## config.mk

```make
export PLATFORM = sky130hd
export DESIGN_NAME = multdiv_ctrl
export DESIGN_NICKNAME = d
export VERILOG_FILES = /design/src/rtl/multdiv_ctrl_pkg.sv /design/src/rtl/md_cycle_counter.sv /design/src/rtl/multdiv_ctrl.sv
export SDC_FILE = /design/constraint.sdc
export NUM_CORES = 1
export LEC_CHECK = 0
export CORE_ASPECT_RATIO = 0.6
export CORE_UTILIZATION = 25
export DETAILED_ROUTE_END_ITERATION = 8
export PLACE_DENSITY = 0.67
export SKIP_LAST_GASP = 1
export SLEW_MARGIN = 15
export SYNTH_ARGS = -nofsm -noshare
export SYNTH_HDL_FRONTEND = slang
export SYNTH_SLANG_ARGS = --single-unit
```

## constraint.sdc

```tcl
create_clock -name clock -period 2.8 [get_ports clock]
set_input_delay 0.28 -clock clock [delete_from_list [all_inputs] [get_ports clock]]
set_output_delay 0.28 -clock clock [all_outputs]
set_load 0.02 [all_outputs]
```

## src/rtl/multdiv_ctrl_pkg.sv

```systemverilog
// Shared constants and types for the multiply/divide pipeline controller.
package multdiv_ctrl_pkg;

    // Instruction field encodings
    localparam logic [4:0] OPC_RTYPE = 5'b00000;
    localparam logic [4:0] ALU_MUL   = 5'b00110;
    localparam logic [4:0] ALU_DIV   = 5'b00111;

    // Cycle counter width and the BUSY count at which the unit is declared hung
    localparam int         CNT_W      = 6;
    localparam logic [5:0] MD_TIMEOUT = 6'd63;

    typedef enum logic [1:0] {
        ST_IDLE  = 2'd0,
        ST_START = 2'd1,
        ST_BUSY  = 2'd2,
        ST_DONE  = 2'd3
    } md_state_e;

    // True when the instruction is an R-type with the given ALU op field
    function automatic logic is_rtype_op(input logic [31:0] insn, input logic [4:0] alu_op);
        return (insn[31:27] == OPC_RTYPE) && (insn[6:2] == alu_op);
    endfunction

endpackage

```

## src/rtl/md_cycle_counter.sv

```systemverilog
// Free-running BUSY-cycle counter with synchronous clear, enable and a
// terminal-count flag used to time out a multdiv unit that never answers.
module md_cycle_counter
    import multdiv_ctrl_pkg::*;
#(
    parameter int             W        = CNT_W,
    parameter logic [W-1:0]   TERMINAL = MD_TIMEOUT
) (
    input  logic clk,
    input  logic srst,
    input  logic clear,
    input  logic enable,
    output logic terminal
);

    logic [W-1:0] count_reg;

    // Clear has priority over counting so START always hands BUSY a zero count
    always_ff @(posedge clk) begin
        if (srst || clear) begin
            count_reg <= '0;
        end else if (enable) begin
            count_reg <= count_reg + 1'b1;
        end
    end

    assign terminal = (count_reg == TERMINAL);

endmodule

```

## src/rtl/multdiv_ctrl.sv

```systemverilog
// Pipeline-side controller for a multi-cycle multiply/divide unit: detects a
// mult/div in execute, latches operands, pulses start, stalls the front of the
// pipe until the unit answers (or times out) and presents the result for X/M.
module multdiv_ctrl
    import multdiv_ctrl_pkg::*;
(
    input  logic        clock,
    input  logic        reset,
    input  logic [31:0] insn_x,
    input  logic [31:0] operand_a,
    input  logic [31:0] operand_b,
    input  logic [31:0] md_result,
    input  logic        md_exception,
    input  logic        md_ready,
    output logic [31:0] md_a,
    output logic [31:0] md_b,
    output logic        ctrl_mult,
    output logic        ctrl_div,
    output logic        stall,
    output logic        result_valid,
    output logic [31:0] result,
    output logic        exception
);

    md_state_e   state_reg;
    logic [31:0] md_a_reg;
    logic [31:0] md_b_reg;
    logic        ctrl_mult_reg;
    logic        ctrl_div_reg;
    logic        result_valid_reg;
    logic [31:0] result_reg;
    logic        exception_reg;
    logic        cnt_terminal;

    logic is_mult;
    logic is_div;
    logic is_md;

    // Register-number and shamt fields play no part in the decode
    logic unused_insn_bits;
    assign unused_insn_bits = ^{insn_x[26:7], insn_x[1:0]};

    assign is_mult = is_rtype_op(insn_x, ALU_MUL);
    assign is_div  = is_rtype_op(insn_x, ALU_DIV);
    assign is_md   = is_mult | is_div;

    md_cycle_counter #(
        .W        (CNT_W),
        .TERMINAL (MD_TIMEOUT)
    ) u_cycle_counter (
        .clk      (clock),
        .srst     (reset),
        .clear    (state_reg == ST_START),
        .enable   (state_reg == ST_BUSY),
        .terminal (cnt_terminal)
    );

    // Control FSM; start pulses and result_valid are registered on the
    // transition into the state in which they must be seen. The start-pulse
    // registers are loaded from the decode in IDLE, so they carry the op type.
    always_ff @(posedge clock) begin
        if (reset) begin
            state_reg        <= ST_IDLE;
            md_a_reg         <= '0;
            md_b_reg         <= '0;
            ctrl_mult_reg    <= 1'b0;
            ctrl_div_reg     <= 1'b0;
            result_valid_reg <= 1'b0;
            result_reg       <= '0;
            exception_reg    <= 1'b0;
        end else begin
            ctrl_mult_reg    <= 1'b0;
            ctrl_div_reg     <= 1'b0;
            result_valid_reg <= 1'b0;
            case (state_reg)
                ST_IDLE: begin
                    if (is_md) begin
                        md_a_reg      <= operand_a;
                        md_b_reg      <= operand_b;
                        ctrl_mult_reg <= is_mult;
                        ctrl_div_reg  <= is_div;
                        state_reg     <= ST_START;
                    end
                end
                ST_START: begin
                    state_reg <= ST_BUSY;
                end
                ST_BUSY: begin
                    // A real answer beats the timeout when both land together
                    if (md_ready) begin
                        result_reg       <= md_result;
                        exception_reg    <= md_exception;
                        result_valid_reg <= 1'b1;
                        state_reg        <= ST_DONE;
                    end else if (cnt_terminal) begin
                        result_reg       <= '0;
                        exception_reg    <= 1'b1;
                        result_valid_reg <= 1'b1;
                        state_reg        <= ST_DONE;
                    end
                end
                ST_DONE: begin
                    state_reg <= ST_IDLE;
                end
                default: begin
                    state_reg <= ST_IDLE;
                end
            endcase
        end
    end

    // Stall must rise in the same cycle the mult/div is seen in execute
    assign stall = ((state_reg == ST_IDLE) && is_md)
                 || (state_reg == ST_START)
                 || (state_reg == ST_BUSY);

    assign md_a         = md_a_reg;
    assign md_b         = md_b_reg;
    assign ctrl_mult    = ctrl_mult_reg;
    assign ctrl_div     = ctrl_div_reg;
    assign result_valid = result_valid_reg;
    assign result       = result_reg;
    assign exception    = exception_reg;

endmodule

```

==> results.md <==
- Status: complete, no violations
- Core Util, Final: 42.2%
- CP required: 2.52 ns
- Hold buffer count at cts: 0
- Die Ht: 99.5 um
- Rows: 35
- Layout Skew: 0.00889 ns
- CORE AREA: 0.0154 mm2
- N_diodes: 0
- Yosys cell types: 30
- Initial drt markers: 197
- Via-per-instance ratio: 4.32
- Endpoints failing hold: 0
- IO Pins: 233
- Clk sinks: 108
- Slowest Stage Delay on Critical Path: 0.60 ns
- Crit-path slowest cell: clkdlybuf4s50_1
- Initial antenna violation count: 0
- Synth warn: 0
- Routed wire length: 11000 um
- Nets: 743
- Cell Area, Synth: 0.00396 mm2
- Crit end category: output port
- Worst slew margin: 41.5%
- # Post-CTS Setup Buffers: 0
- Total number of vias: 3513
- Max Fclk: 0.442 GHz
- Drt drc: 0
- DIE AREA: 0.0164 mm2
- Mapped Nets: 548
- Reg2reg setup slack: 0.82 ns
- RSZ-0062 raised after global routing: no
- Layout Cells excl Fill: 814
- Final setup violation count: 0
- First-pass GRT wire length: 17600 um
- Cell Chain, Critical Path: inv_1, ha_1, nor2_1, nand2_1, clkdlybuf4s50_1
- Kind of critical path: flip-flop to output port
- Total CTS buffers: 9
- Largest net degree at the start of global routing: 67
- Reg2reg start: state_reg[0]
- H-tree level count: 3
- Tmin final: 2.26 ns
- Gr usage total: 13.5%
- Hold depth: 2
- P_leak: 0.00275 uW
- CTS clk-pin slew, worst paths: 0.08 ns
- Antenna viol nets, final: 0
- Delay-heaviest family, CP: buffers and inverters
- CTS max path bufs: 2
- Commonest cells after routing, fill and taps aside: clkdlybuf4s50_1, dfxtp_1, nor2_1
- Mapped Cells: 411
- R2R depth: 5
- Initial Utilization: 25.7%
- Wirelength per Cell: 13.5 um
- Synthesis-to-finish area growth: 64.2%
- Worst-Margin Slew: 0.877 ns
- Total grt overflow: 0
- Worst hold path endpoint: md_b[28]
- Final Cycle Share: 80.8%
- Hold Slack: 0.431 ns
- Critical hold path startpoint: reset
- Buf+Inv Stages, Crit Path: 2
- Hold WC Path Type: input pin to flip-flop
- Share of cells above drive strength 1: 3.93%
- First drt pass iteration count: 4
- Worst setup SP type: flip-flop
- Post-CTS Resized: 0
- Total negative setup slack: 0 ns
- Max-Cap Viols: 0
- Die width: 165 um
- Most common cell after layout, fill and taps aside: clkdlybuf4s50_1
- Synth Register Bits: 108
- CTS tree: yes
- RD Place Congestion: 0.726
- Slew Limit Fails: 0
- DP Wirelength: 8170 um
- Sequential area share after synthesis: 54.6%
- Port buffer count: 210
- Pwr/cell area: 462 mW/mm2
- Crit path DAT: 1.98 ns
- Vias in the first global route: 3486
- Placed cells: 798
- Worst Path Max Fanout: 10
- VDD IR max: 0.000291 V
- Root Driver: clkbuf_16
- Post-Syn Area per Cell: 9.64 um2
- Worst r2r dst: result[1]
- Worst skew pair latency: 0.34 ns
-- power by group --
group          internal [uW]  leakage, uW  total [uW]  switching, uW
clock network            637     0.000144        1220            582
logic                    163      0.00174         246           83.5
registers               1540     0.000869        1540           2.99
total                   2340      0.00275        3010            669
-- layer usage --
layer  GRT usage [%]  routed length (um)  vias up  share of wire [%]
met4            3.53                 105        0               0.95
li1                -                   -     1770                  -
met1            17.9                5210     1619                 47
met3            4.13                 797        9                7.2
met2            21.1                4900      115                 44
met5               0                   0        -                  0
-- cell usage after synthesis --
cell type,instances,area [um2]
nand2b_1,2,12.5
nor3_1,3,15.0
ha_1,5,62.6
a211oi_1,2,15.0
a22o_1,1,8.76
and2_1,1,6.26
buf_6,3,33.8
o21a_1,1,7.51
xor2_1,3,26.3
nand3_1,1,5.00
nand4_1,3,18.8
inv_1,4,15.0
and4bb_2,1,12.5
a21oi_1,34,170
o21ai_1,3,15.0
mux2i_1,66,661
nor3b_1,1,7.51
nand2_1,35,131
clkbuf_2,2,10.0
or2_2,1,6.26
a31oi_2,1,12.5
clkbuf_1,17,63.8
dfxtp_1,108,2160
buf_2,7,35.0
and3_1,1,6.26
nor2_1,72,270
xnor2_1,1,8.76
buf_4,1,7.51
o21ai_0,30,150
or3_1,1,6.26
-- per-stage QoR --
| stage | worst slack, ns | instance area [um2] | power, uW |
|---|---|---|---|
| finish | 0.537 | 6500 | 3010 |
| global route | 0.379 | 6500 | 3140 |
| CTS | 0.528 | 6500 | 3060 |
| detailed placement | 0.673 | 6220 | 1820 |
| global placement | 0.649 | 6220 | 1820 |
| floorplan | 1.28 | 3960 | 1640 |
-- cell families (layout without fill, tap and decap cells) --
logic type,count (synthesis),in the layout,synth area share (%)
flip-flops,108,108,54.6
multiplexers,66,66,16.7
AO/OA/AOI/OAI,72,72,9.57
buffers and inverters,34,234,4.17
adder cells (fa/ha/maj),5,5,1.58
AND/OR/NAND/NOR,122,122,12.6
XOR/XNOR,4,4,0.884
-- how the worst max path moves through the flow --
stage / start / end / slack [ns] / depth (start not counted)
CTS: state_reg[0] / stall / 0.53 / 5
global placement: insn_x[6] / stall / 0.65 / 5
finish: state_reg[0] / stall / 0.54 / 5
global route: state_reg[0] / stall / 0.38 / 5
detailed placement: insn_x[6] / stall / 0.67 / 5
floorplan: u_cycle_counter.count_reg[0] / exception / 1.28 / 6
-- worst register-to-register path: stages (launching register included) --
cell	delay, ns
dfxtp_1	0.34
inv_1	0.09
ha_1	0.34
inv_1	0.69
o21ai_0	0.25
a21oi_1	0.19
-- cell type report --
class                      instances  area (um2)
fill                            1459        8910
sequential                       108        2160
timing repair buffer             214        2150
multi-input combinational        269        1640
tap                              203         254
clock buffer                      10         239
clock inverter                     6        45.0
inverter                           4        15.0
Note: power is estimated with default switching activity, not from simulation.
==> patch, RTL diff (config.mk and constraints unchanged) <==
Make the reset (`reset`) asynchronous in one clocked block.
--- a/src/rtl/multdiv_ctrl.sv
+++ b/src/rtl/multdiv_ctrl.sv
@@ -58,7 +58,7 @@
     // Control FSM; start pulses and result_valid are registered on the
     // transition into the state in which they must be seen. The start-pulse
     // registers are loaded from the decode in IDLE, so they carry the op type.
-    always_ff @(posedge clock) begin
+    always_ff @(posedge clock or posedge reset) begin
         if (reset) begin
             state_reg        <= ST_IDLE;
             md_a_reg         <= '0;
Function: differs if reset is asserted again (counterexample within 4 cycles, from zero or initial values and one cycle with reset high); with reset held inactive, the same outputs for 10 cycles.
==> patch against the original RTL <==
- synthesized area is 5.9% higher
- final area is 4.9% higher
- wire length is 1.9% lower
- setup slack worse by 0.057 ns
- largest cell class unchanged
- sequential cell count stayed put
- cell count is 13% lower
- critical path type unchanged
- register-to-register slack worse by 0.03 ns
Power is not compared: it rests on default switching activity, and its combinational part moved more than twofold at a synthesized area within 25%.
==> patch: results (changes against the original RTL) <==
* Outcome: completed (unchanged)
* Routed wl met2 at 4.835 mm (was 4.895 mm)
* Post-synth top flop: dfrtp_1 (was dfxtp_1)
* Mux cell area share after synthesis at 20.09% (was 16.67%)
* Multi-input logic area at 1408 um2 (was 1635 um2)
* Relative slew slack at 44.85% (was 41.46%)
* Share of cells above drive strength 1 at 18.63% (was 3.928%)
* Clock Skew at 0.009936 ns (was 0.008895 ns)
* Via count at 2,984 (was 3,513)
* Hold Path Class: input port to asynchronous set/reset pin (was input port to flop)
* Synth Area in Adders at 1.490% (was 1.579%)
* Logic inverters at 6 (was 4)
* Multi-input gates at 138 (was 269)
* Grt met1 use at 15.01% (was 17.87%)
* DRT Wirelength at 10.79 mm (was 11.01 mm)
* Post-Synth XOR/XNOR Area at 0.8346% (was 0.8841%)
* Routing usage on met2 at 19.94% (was 21.11%)
* # port buffers at 210 (unchanged)
* Placed cell area at 6544 um2 (was 6221 um2)
* Placer Congestion at 0.7431 (was 0.7258)
* Critical Path AT at 2.04 ns (was 1.98 ns)
* Post-DP HPWL at 7.778 mm (was 8.167 mm)
* Fillers at 1,497 (was 1,459)
* Drt initial violations at 141 (was 197)
* FFs & Latches at 108 (unchanged)
* Met3 Resource Use GR at 6.003% (was 4.128%)
* WL/cell at 15.18 um (was 13.52 um)
* Synth top area cells: dfrtp_1 (61%), mux2_2 (10%), mux2_4 (9.7%) (was dfxtp_1 (55%), mux2i_1 (17%), nor2_1 (6.8%))
* Sequential element share of the synthesized area at 63.67% (was 54.56%)
* CP delay by family, top: buffers and inverters (unchanged)
* Non-CTS buffers at 215 (was 214)
* Post-Syn Area per Cell at 15.61 um2 (was 9.641 um2)
* Gr usage total at 12.46% (was 13.47%)
* Vias in the first global route at 3,179 (was 3,486)
* Met3 Wirelength at 1.215 mm (was 797 um)
* Top post-synthesis cells by count: dfrtp_1 (102), mux2_2 (38), a22o_1 (32), mux2_4 (27), nor2_1 (10) (was dfxtp_1 (108), nor2_1 (72), mux2i_1 (66), nand2_1 (35), a21oi_1 (34))
* Cells after DPL at 695 (was 798)
* First-pass GRT wire length at 16.57 mm (was 17.59 mm)
patch: cell count changes in the layout (fill, tap and decap cells not counted), moves of 27 or more:
cell	unedited run	this run
dfrtp_1	0	102
dfxtp_1	108	6
mux2i_1	66	1
nor2_1	72	10
mux2_2	0	38
a21oi_1	34	1
a22o_1	1	32
nand2_1	35	4
o21ai_0	30	1
mux2_4	0	27
patch: final timing paths:
check / start / endpoint / slack, ns / depth (start not counted)
hold reg to reg: u_cycle_counter.count_reg[5] / u_cycle_counter.count_reg[5] / 0.50 / 2
hold / removal: reset / state_reg[0] / 0.46 / 3
min in group clock: md_exception / exception / 0.48 / 3
max in group asynchronous: reset / md_b[10] / 1.64 / 3
setup / recovery: state_reg[0] / stall / 0.48 / 5
setup reg to reg: u_cycle_counter.count_reg[0] / result[5] / 0.79 / 6
patch: through the flow:
step	setup WS (ns)	utilization, %
after global routing	0.3758	41.84
after floorplan	1.204	-
after detailed placement	0.6886	40.13
after global placement	0.7045	40.13
after CTS	0.4440	41.84
final	0.4798	41.84
